--- src/rtl/calc_cmd_issuer.sv ---
// Command issuer for the calculator: buffers (a, b, op) requests in a FIFO, drives one at a time
// into the calculator, waits out its latency and returns the captured result on a valid/ready port.
`timescale 1ns/1ps
module calc_cmd_issuer #(
    parameter int FIFO_DEPTH   = 4,
    parameter int CALC_LATENCY = 1
) (
    input  logic        clk,
    input  logic        rst_n,
    input  logic        cmd_valid,
    output logic        cmd_ready,
    input  logic [15:0] cmd_a,
    input  logic [15:0] cmd_b,
    input  logic [1:0]  cmd_op,
    output logic [15:0] calc_a,
    output logic [15:0] calc_b,
    output logic [1:0]  calc_op_code,
    input  logic [15:0] calc_result,
    output logic        rsp_valid,
    input  logic        rsp_ready,
    output logic [15:0] rsp_result,
    output logic [1:0]  rsp_op,
    output logic        rsp_div0,
    output logic        busy
);
    localparam int PTR_W = (FIFO_DEPTH > 1) ? $clog2(FIFO_DEPTH) : 1;
    localparam int CNT_W = $clog2(FIFO_DEPTH + 1);
    localparam int LAT_W = $clog2(CALC_LATENCY + 1);

    typedef enum logic [1:0] {IDLE, ISSUE, RESP} state_t;

    state_t           state;
    logic [15:0]      mem_a  [FIFO_DEPTH];
    logic [15:0]      mem_b  [FIFO_DEPTH];
    logic [1:0]       mem_op [FIFO_DEPTH];
    logic [PTR_W-1:0] wr_ptr;
    logic [PTR_W-1:0] rd_ptr;
    logic [CNT_W-1:0] count;
    logic [LAT_W-1:0] cnt;
    logic             div0_q;
    logic             full;
    logic             empty;
    logic             push;
    logic             pop;

    assign full      = (count == CNT_W'(FIFO_DEPTH));
    assign empty     = (count == '0);
    assign cmd_ready = !full;
    assign push      = cmd_valid && !full;
    // Pop only from the registered count, so a fresh push is visible one edge later.
    assign pop       = !empty && ((state == IDLE) || (state == RESP && rsp_ready));
    assign busy      = (state != IDLE) || !empty;

    // Storage carries no reset; emptiness is tracked by the pointers and count.
    always_ff @(posedge clk) begin
        if (push) begin
            mem_a[wr_ptr]  <= cmd_a;
            mem_b[wr_ptr]  <= cmd_b;
            mem_op[wr_ptr] <= cmd_op;
        end
    end

    always_ff @(posedge clk or negedge rst_n) begin
        if (!rst_n) begin
            state        <= IDLE;
            wr_ptr       <= '0;
            rd_ptr       <= '0;
            count        <= '0;
            cnt          <= '0;
            div0_q       <= 1'b0;
            calc_a       <= '0;
            calc_b       <= '0;
            calc_op_code <= '0;
            rsp_valid    <= 1'b0;
            rsp_result   <= '0;
            rsp_op       <= '0;
            rsp_div0     <= 1'b0;
        end else begin
            count <= count + CNT_W'(push) - CNT_W'(pop);
            if (push) begin
                wr_ptr <= wr_ptr + 1'b1;
            end
            if (pop) begin
                rd_ptr       <= rd_ptr + 1'b1;
                calc_a       <= mem_a[rd_ptr];
                calc_b       <= mem_b[rd_ptr];
                calc_op_code <= mem_op[rd_ptr];
                div0_q       <= (mem_op[rd_ptr] == 2'b11) && (mem_b[rd_ptr] == 16'd0);
                cnt          <= '0;
            end
            case (state)
                IDLE: begin
                    if (pop) begin
                        state <= ISSUE;
                    end
                end
                ISSUE: begin
                    if (cnt == LAT_W'(CALC_LATENCY)) begin
                        rsp_result <= div0_q ? 16'hFFFF : calc_result;
                        rsp_op     <= calc_op_code;
                        rsp_div0   <= div0_q;
                        rsp_valid  <= 1'b1;
                        state      <= RESP;
                    end else begin
                        cnt <= cnt + 1'b1;
                    end
                end
                RESP: begin
                    if (rsp_ready) begin
                        rsp_valid <= 1'b0;
                        state     <= pop ? ISSUE : IDLE;
                    end
                end
                default: state <= IDLE;
            endcase
        end
    end
endmodule

--- config.mk ---
export PLATFORM = sky130hd
export DESIGN_NAME = calc_cmd_issuer
export DESIGN_NICKNAME = d
export VERILOG_FILES = /design/src/rtl/calc_cmd_issuer.sv
export SDC_FILE = /design/constraint.sdc
export NUM_CORES = 1
export LEC_CHECK = 0
export ABC_AREA = 1
export CAP_MARGIN = 20
export CORE_AREA = 2 2 115 117
export DETAILED_ROUTE_END_ITERATION = 16
export DIE_AREA = 0 0 117 119
export DONT_BUFFER_PORTS = 1
export GPL_TIMING_DRIVEN = 0
export HOLD_SLACK_MARGIN = 0.06
export PLACE_DENSITY = 0.86
export SYNTH_ARGS = -nofsm -noshare
export SYNTH_HDL_FRONTEND = slang
export SYNTH_SLANG_ARGS = --single-unit
--- constraint.sdc ---
create_clock -name clk -period 3.3 [get_ports clk]
set_input_delay 0.165 -clock clk [delete_from_list [all_inputs] [get_ports clk]]
set_output_delay 0.165 -clock clk [all_outputs]
set_load 0.1 [all_outputs]
==> flow_summary_export.csv, run 1 <==
group,metric,value,unit
route,wire_per_inst,20.0,um
cts,clock_path_buffers,3,
floorplan,io_pins,110,
worst_setup_path,crit_fanout,8,
floorplan,die_width,117,um
sta,setup_viol,0,
job,max_cap_violations,0,
worst_setup_path,cp_cell_sequence,"nor2_1 -> nand2_1 -> nand2_1 -> ha_1 -> inv_1 -> ha_1 -> fa_1 -> xor2_1",
cts,cts_htree_levels,1,
place,place_hpwl,11400,um
final_layout,mostFrequentLayoutCell,"nand2_1",
floorplan,rows,42,
grt,overflow,0,
sta,min_period,3060,ps
sta,hold_viol_final,0,
sta,worst_clock_skew,7.21,ps
grt,grt_pass1_vias,5479,
logic_synthesis,ys_ff_latch,201,
grt,antenna_found_initial,1,
worst_setup_path,required,3660,ps
place,gp_congestion,0.780,
floorplan,chipHeight,119,um
worst_setup_path,start_kind,"flip-flop",
worst_setup_path,cp_data_arrival_time,3430,ps
sta,fin_tns_setup,0,ps
sta,max_freq,327,MHz
place,port-buffer-count,0,
route,dr.pass1.iters,5,
worst_setup_path,cp_slowest_stage_delay,690,ps
route,drt-total-wl,18500,um
route,postRouteAntennaNets,0,
floorplan,start_util,60.4,%
floorplan,core,12900,um2
logic_synthesis,seq_area_frac_synth,73.5,%
worst_hold_path,hold_class,"in -> reg",
route,vias,5377,
cts,numCtsBuffers,20,
place,placed_area,8120,um2
sta,tightest_slew,1040,ps
worst_setup_path,worstSetupPathType,"reg -> reg",
cts,clock_latency,490,ps
logic_synthesis,synth_nets,718,
logic_synthesis,yosysWarningCount,0,
cts,cts.sinks,201,
final_layout,fin_area,9270,um2
logic_synthesis,synth_area,7770,um2
cts,tritoncts,"yes",
logic_synthesis,synthCells,657,
cts,cts_setup_buffers,0,
sta,rsz0062_at_grt,"false",
final_layout,fillCellCount,788,
sta,fin_crit_sh,92.8,%
route,viasPerCell,5.81,
run_status,status,"finished clean",
worst_setup_path,critPathCaptureType,"flip-flop",
final_layout,nets,797,
cts,clk_pin_slew_worst_paths,60,ps
final_layout,layout_common_cells,"nand2_1, edfxtp_1, nor2_1",
floorplan,die_area,13900,um2
cts,root_buffer,"clkbuf_16",
grt,grt_max_degree,66,
route,post-route-drc-count,0,
route,drt-initial-drc-count,642,
final_layout,area_growth,19.3,%
grt,grt_pass1_wl,28200,um
logic_synthesis,syn_avg_cell_area,11.8,um2
grt,grt_usage,26.6,%
worst_setup_path,worst_path_max_delay_cell,"nand2_1",
sta,hold_ws,156,ps
final_layout,drive_gt1_share,8.14,%
logic_synthesis,synth.distinct_cells,28,
sta,drv_slew,0,
sta,max_slew_margin,30.4,%
flip-flops by register name, indices dropped and copies added, names as in the netlist, 3 cells and up:
register	flops
mem_a	64
mem_b	64
calc_a	16
calc_b	16
rsp_result	16
mem_op	8
count	3
what timing repair did:
item	in CTS	in global routing
gates resized for setup	0	0
endpoints found under the hold margin	219	0
hold buffers	53	0
metal layers:
metal	GRT usage [%]	up-vias	wire length, um
met4	9.34	0	495
li1	-	2403	-
met1	33.2	2591	6730
met3	6.26	45	2030
met2	45.2	338	9280
met5	0	-	0
cell usage after synthesis, drive strengths merged:
cell,number,share of area [%]
o21a,1,0.097
ha,6,0.97
xor2,4,0.45
o21bai,1,0.097
a31oi,17,1.4
edfxtp,136,53
a21oi,1,0.064
o31ai,1,0.097
fa,1,0.26
nor2,111,5.4
xnor2,1,0.11
o21ai,70,4.5
nand2,146,7.0
nand3,34,2.2
buf,22,1.8
o211ai,1,0.097
nor3,1,0.064
inv,24,1.2
dfrtp,65,21
a22o,1,0.11
clkbuf,13,0.64
per-stage QoR:
step | setup WS [ps] | cells | util, %
floorplan | -101 | 657 | -
detailed placement | 233 | 837 | 63.1
global route | 81.7 | 926 | 72.0
finish | 238 | 926 | 72.0
CTS | 213 | 925 | 72.0
global placement | -1250 | 833 | 62.1
worst paths after layout:
kind	start	endpoint	slack, ps	cells past startpoint
worst max-delay path	count[1]	count[2]	240	8
worst min-delay path	rsp_ready	calc_b[7]	160	4
worst max register to register	count[1]	count[2]	240	8
worst min register to register	state[0]	state[1]	460	1
max in group asynchronous	rst_n	calc_a[13]	2780	2
min in group asynchronous	rst_n	calc_b[10]	220	2
layout make-up:
class / instances / area, um2 / share of cell area [%]
Timing Repair Buffer: 57 / 643 / 6.94
Sequential cell: 201 / 5710 / 61.6
Tap cell: 176 / 220 / 2.37
Clock inverter: 4 / 20.0 / 0.216
Multi-Input combinational cell: 397 / 1810 / 19.5
Antenna cell: 1 / 2.50 / 0.0270
Buffer: 35 / 191 / 2.06
Clock buffer: 31 / 583 / 6.29
Inverter: 24 / 90.1 / 0.972
cell families after synthesis:
family | share of synthesized area [%]
AND/OR/NAND/NOR | 14.7
flip-flops | 73.5
adder cells (fa/ha/maj) | 1.22
AO/OA/AOI/OAI | 6.44
buffers and inverters | 3.62
XOR/XNOR | 0.563
critical path: cells and delay by family, from the launching register on:
family                   cells  cell delay, ps
XOR/XNOR                     1             170
adder cells (fa/ha/maj)      3            1020
buffers and inverters        1              40
flip-flops                   1             400
AND/OR/NAND/NOR              3            1310
Power of run 1 is left out: the tool's default activity adds up to more than one toggle a clock period on the data nets, which glitch-free logic cannot reach.
==> inputs of run 2 (changes only) <==
--- a/config.mk
+++ b/config.mk
@@ -7,13 +7,13 @@
 export LEC_CHECK = 0
 export ABC_AREA = 1
 export CAP_MARGIN = 20
-export CORE_AREA = 2 2 115 117
+export CORE_AREA = 2 2 113 115
 export DETAILED_ROUTE_END_ITERATION = 16
-export DIE_AREA = 0 0 117 119
+export DIE_AREA = 0 0 115 117
 export DONT_BUFFER_PORTS = 1
 export GPL_TIMING_DRIVEN = 0
 export HOLD_SLACK_MARGIN = 0.06
-export PLACE_DENSITY = 0.86
+export PLACE_DENSITY = 0.89
 export SYNTH_ARGS = -nofsm -noshare
 export SYNTH_HDL_FRONTEND = slang
 export SYNTH_SLANG_ARGS = --single-unit
==> constraint.sdc (replaced) <==
create_clock -name clk -period 3.9 [get_ports clk]
set_input_delay 0.195 -clock clk [delete_from_list [all_inputs] [get_ports clk]]
set_output_delay 0.195 -clock clk [all_outputs]
set_load 0.1 [all_outputs]
==> run 2 against run 1 <==
  * Register-to-register slack improved by 590 ps
  * Final cell count fell by 2.6%
  * Sequential share of layout area up 0.17 points
  * Clock skew up 11 ps
  * Flip-flop and latch count stayed put
  * Clock-buffer cell count increased by 1
  * Non-clock buffer count unchanged
  * First-iteration DRC count decreased by 4.0%
==> flow_summary_export.csv, run 2 (synthesized netlist as in run 1, its figures left out) <==
group,metric,value,unit
run_status,status,"finished clean",
route,wire_per_inst,20.8,um
route,post-route-drc-count,0,
worst_setup_path,rr_startpoint,"count[1]",
sta,min_period,3080,ps
worst_hold_path,holdPathStages,4,
route,drt-initial-drc-count,616,
sta,hold_viol_final,0,
sta,worst_clock_skew,18.3,ps
sta,fin_crit_sh,78.9,%
place,port-buffer-count,0,
cts,cts.sinks,201,
grt,grt_pass1_wl,28100,um
sta,max_freq,325,MHz
final_layout,nets,797,
sta,drv_slew,0,
floorplan,io_pins,110,
final_layout,reg_top3,"mem_a: 64 flops, mem_b: 64 flops",
place,place_hpwl,11300,um
sta,tightest_slew,1050,ps
worst_setup_path,cp_data_arrival_time,3430,ps
route,viasPerCell,6.05,
worst_setup_path,required,4250,ps
grt,antenna_found_initial,1,
cts,numCtsBuffers,20,
worst_setup_path,r2r_cells,8,
route,vias,5453,
final_layout,area_growth,19.0,%
floorplan,start_util,63.1,%
final_layout,layout_common_cells,"nand2_1, edfxtp_1, nor2_1",
worst_setup_path,start_kind,"flip-flop",
route,dr.pass1.iters,5,
worst_setup_path,ff2ff_setup_slack,820,ps
cts,cts_resized,0,
place,place_ws,816,ps
sta,max_slew_margin,29.6,%
cts,cts_htree_levels,1,
final_layout,mostFrequentLayoutCell,"nand2_1",
cts,clk_pin_slew_worst_paths,60,ps
floorplan,core,12300,um2
worst_setup_path,crit_fanout,8,
grt,grt_max_degree,66,
worst_setup_path,cp-startpoint,"count[1]",
worst_hold_path,hold_start,"rsp_ready",
worst_hold_path,hold_end,"calc_b[7]",
floorplan,die_width,115,um
worst_hold_path,hold_class,"in -> reg",
worst_setup_path,critPathCaptureType,"flip-flop",
sta,layout_setup_ws,823,ps
grt,overflow,0,
final_layout,drive_gt1_share,8.27,%
grt,grt_pass1_vias,5541,
floorplan,die_area,13500,um2
cts,tritoncts,"yes",
worst_setup_path,worstSetupPathType,"reg -> reg",
worst_setup_path,r2r-end,"count[2]",
floorplan,chipHeight,117,um
cts,clock_path_buffers,3,
route,postRouteAntennaNets,0,
cts,clock_latency,490,ps
sta,rsz0062_at_grt,"false",
floorplan,rows,41,
route,drt-total-wl,18800,um
place,gp_congestion,0.781,
cts,root_buffer,"clkbuf_16",
grt,grt_usage,27.6,%
job,max_cap_violations,0,
sta,setup_viol,0,
## run 2: worst max-delay path by stage
| stage | end | slack (ps) | cells after the start |
|---|---|---|---|
| floorplan | mem_a[0][0] | 500 | 4 |
| global placement | mem_b[0][8] | -640 | 4 |
| detailed placement | count[2] | 820 | 8 |
| CTS | count[2] | 800 | 8 |
| global route | count[2] | 700 | 8 |
| finish | count[2] | 820 | 8 |
## run 2: critical path, stage by stage (launching register included)
cell	delay (ps)
dfrtp_1	400
nor2_1	60
nand2_1	680
nand2_1	570
ha_1	470
inv_1	40
ha_1	180
fa_1	370
xor2_1	170
## run 2: stage by stage
step / hold slack (ps) / cells / instance area [um2] / util (%) / setup TNS [ps]
after floorplan: -101 / 657 / 7770 / - / 0
after detailed placement: -98.3 / 811 / 8080 / 65.6 / 0
after global placement: -99.2 / 807 / 7960 / 64.7 / -81670
final: 161 / 902 / 9250 / 75.1 / 0
after global routing: 197 / 901 / 9250 / 75.1 / 0
after CTS: 148 / 900 / 9240 / 75.1 / 0
## run 2: layout make-up
type | count | area [um2]
Clock inverter | 4 | 18.8
Buffer | 35 | 191
Multi-Input combinational cell | 397 | 1810
Timing Repair Buffer | 57 | 636
Tap cell | 150 | 188
Sequential cell | 201 | 5710
Inverter | 24 | 90.1
Clock buffer | 32 | 597
Fill cell | 696 | 3060
Antenna cell | 2 | 5.00
## run 2: repair_timing
item,4_1_cts,5_1_grt
hold endpoints to repair,219,0
setup buffers,0,0
hold buffers,53,0
## run 2: metal layers
metal | wire, um | vias up | track usage (%)
met2 | 9530 | 411 | 48.2
met4 | 599 | 0 | 13.1
met3 | 1950 | 64 | 6.64
met1 | 6700 | 2579 | 32.4
li1 | - | 2399 | -
met5 | 0 | - | 0
Power of run 2 is left out for the same reason.
==> inputs of run 3 (changes only) <==
--- a/config.mk
+++ b/config.mk
@@ -7,13 +7,13 @@
 export LEC_CHECK = 0
 export ABC_AREA = 1
 export CAP_MARGIN = 20
-export CORE_AREA = 2 2 113 115
+export CORE_AREA = 2 2 115 117
 export DETAILED_ROUTE_END_ITERATION = 16
-export DIE_AREA = 0 0 115 117
+export DIE_AREA = 0 0 117 119
 export DONT_BUFFER_PORTS = 1
 export GPL_TIMING_DRIVEN = 0
 export HOLD_SLACK_MARGIN = 0.06
-export PLACE_DENSITY = 0.89
+export PLACE_DENSITY = 0.86
 export SYNTH_ARGS = -nofsm -noshare
 export SYNTH_HDL_FRONTEND = slang
 export SYNTH_SLANG_ARGS = --single-unit
==> constraint.sdc (replaced) <==
create_clock -name clk -period 3.01 [get_ports clk]
set_input_delay 0.1505 -clock clk [delete_from_list [all_inputs] [get_ports clk]]
set_output_delay 0.1505 -clock clk [all_outputs]
set_load 0.1 [all_outputs]
==> run 3 against run 2 <==
  * Cell area is 0.30% higher
  * Critical path depth did not move
  * Fmax increased by 16%
  * Clock-buffer cell count is 1 lower
  * Sequential share of layout area fell by 0.18 points
==> flow_summary_export.csv, run 3 (synthesized netlist as in run 1, its figures left out) <==
group,metric,value,unit
worst_setup_path,r2r-end,"count[2]",
grt,grt_max_degree,66,
worst_setup_path,r2r_cells,8,
place,port-buffer-count,0,
worst_setup_path,crit_fanout,8,
grt,global_route.usage.met3,6.26,%
worst_setup_path,ff2ff_setup_slack,360,ps
cts,clock_path_buffers,3,
sta,fin_tns_setup,0,ps
route,drt-initial-drc-count,639,
worst_setup_path,cp_data_arrival_time,3010,ps
worst_hold_path,hold_end,"calc_b[7]",
grt,use_met1,33.2,%
grt,overflow,0,
final_layout,nets,797,
grt,globalRouteMet2Util,45.2,%
sta,setup_viol,0,
route,post-route-drc-count,0,
worst_setup_path,required,3370,ps
cts,clk_pin_slew_worst_paths,60,ps
route,viasPerCell,5.80,
final_layout,drive_gt1_share,8.28,%
worst_setup_path,cp-startpoint,"count[1]",
grt,grt_pass1_vias,5479,
final_layout,area_growth,19.3,%
floorplan,start_util,60.4,%
run_status,status,"finished clean",
grt,top_usage_layer,"met2",
cts,root_buffer,"clkbuf_16",
sta,min_period,2650,ps
cts,cts.sinks,201,
final_layout,reg_top3,"mem_a: 64 flops, mem_b: 64 flops",
cts,cts_setup_buffers,0,
route,drt-total-wl,18500,um
worst_hold_path,hold_class,"in -> reg",
floorplan,core,12900,um2
grt,grt_usage,26.6,%
worst_setup_path,critPathCaptureType,"flip-flop",
cts,tritoncts,"yes",
sta,tightest_slew,1040,ps
worst_setup_path,start_kind,"flip-flop",
grt,antenna_found_initial,1,
sta,drv_slew,0,
worst_hold_path,holdPathStages,4,
cts,numCtsBuffers,20,
place,place_hpwl,11400,um
floorplan,die_width,117,um
route,postRouteAntennaNets,0,
final_layout,mostFrequentLayoutCell,"nand2_1",
final_layout,fillCellCount,789,
worst_hold_path,hold_start,"rsp_ready",
sta,fin_crit_sh,88.0,%
sta,worst_clock_skew,8.28,ps
sta,rsz0062_at_grt,"false",
sta,hold_viol_final,0,
route,wire_per_inst,20.0,um
cts,clock_latency,490,ps
sta,max_freq,377,MHz
sta,max_slew_margin,30.4,%
route,vias,5374,
grt,grt_pass1_wl,28200,um
floorplan,rows,42,
floorplan,io_pins,110,
job,max_cap_violations,0,
worst_setup_path,rr_startpoint,"count[1]",
floorplan,chipHeight,119,um
floorplan,die_area,13900,um2
worst_setup_path,worstSetupPathType,"reg -> reg",
final_layout,layout_common_cells,"nand2_1, edfxtp_1, nor2_1",
place,gp_congestion,0.780,
route,dr.pass1.iters,5,
cts,cts_htree_levels,1,
==> run 3: worst max path at each step <==
stage	endpoint	slack, ps	depth (start not counted)
detailed placement	count[2]	-60	8
global route	count[2]	220	8
global placement	mem_b[0][8]	-1540	4
finish	count[2]	360	8
floorplan	mem_a[0][0]	-390	4
CTS	count[2]	350	8
==> run 3: routing by layer <==
metal	vias up	part of all wire, %
met5	-	0
met4	0	2.7
met3	47	11
met2	343	50
met1	2581	36
li1	2403	-
==> run 3: timing repair <==
action	CTS	global route
hold buffers	53	0
gates resized for setup	1	0
endpoints found under the setup margin	1	0
endpoints found under the hold margin	219	0
==> run 3: critical path, cell delays in order (launching register included) <==
cell and delay (ps):
dfrtp_1 400, nor2_1 70, nand2_2 410, nand2_1 450
ha_1 430, inv_1 40, ha_1 180, fa_1 370
xor2_1 170
==> run 3: area by class of cell <==
| type | instances | area (um2) | area share (%) |
|---|---|---|---|
| timing repair buffer | 57 | 643 | 6.93 |
| tap | 176 | 220 | 2.37 |
| antenna | 1 | 2.50 | 0.0270 |
| sequential | 201 | 5710 | 61.6 |
| clock buffer | 31 | 583 | 6.29 |
| buffer | 35 | 191 | 2.06 |
| inverter | 24 | 90.1 | 0.971 |
| multi-input combinational | 397 | 1810 | 19.6 |
| clock inverter | 4 | 20.0 | 0.216 |
==> run 3: metrics by stage <==
stage	worst slack [ps]	area (um2)	std cells	util (%)	hold WS, ps
2_1_floorplan	-391	7770	657	-	-145
5_1_grt	222	9280	926	72.0	189
4_1_cts	345	9270	925	72.0	139
6_report	360	9280	926	72.0	142
3_5_place_dp	-56.9	8120	837	63.1	-143
3_3_place_gp	-1540	7990	833	62.1	-143
Power of run 3 is left out for the same reason.
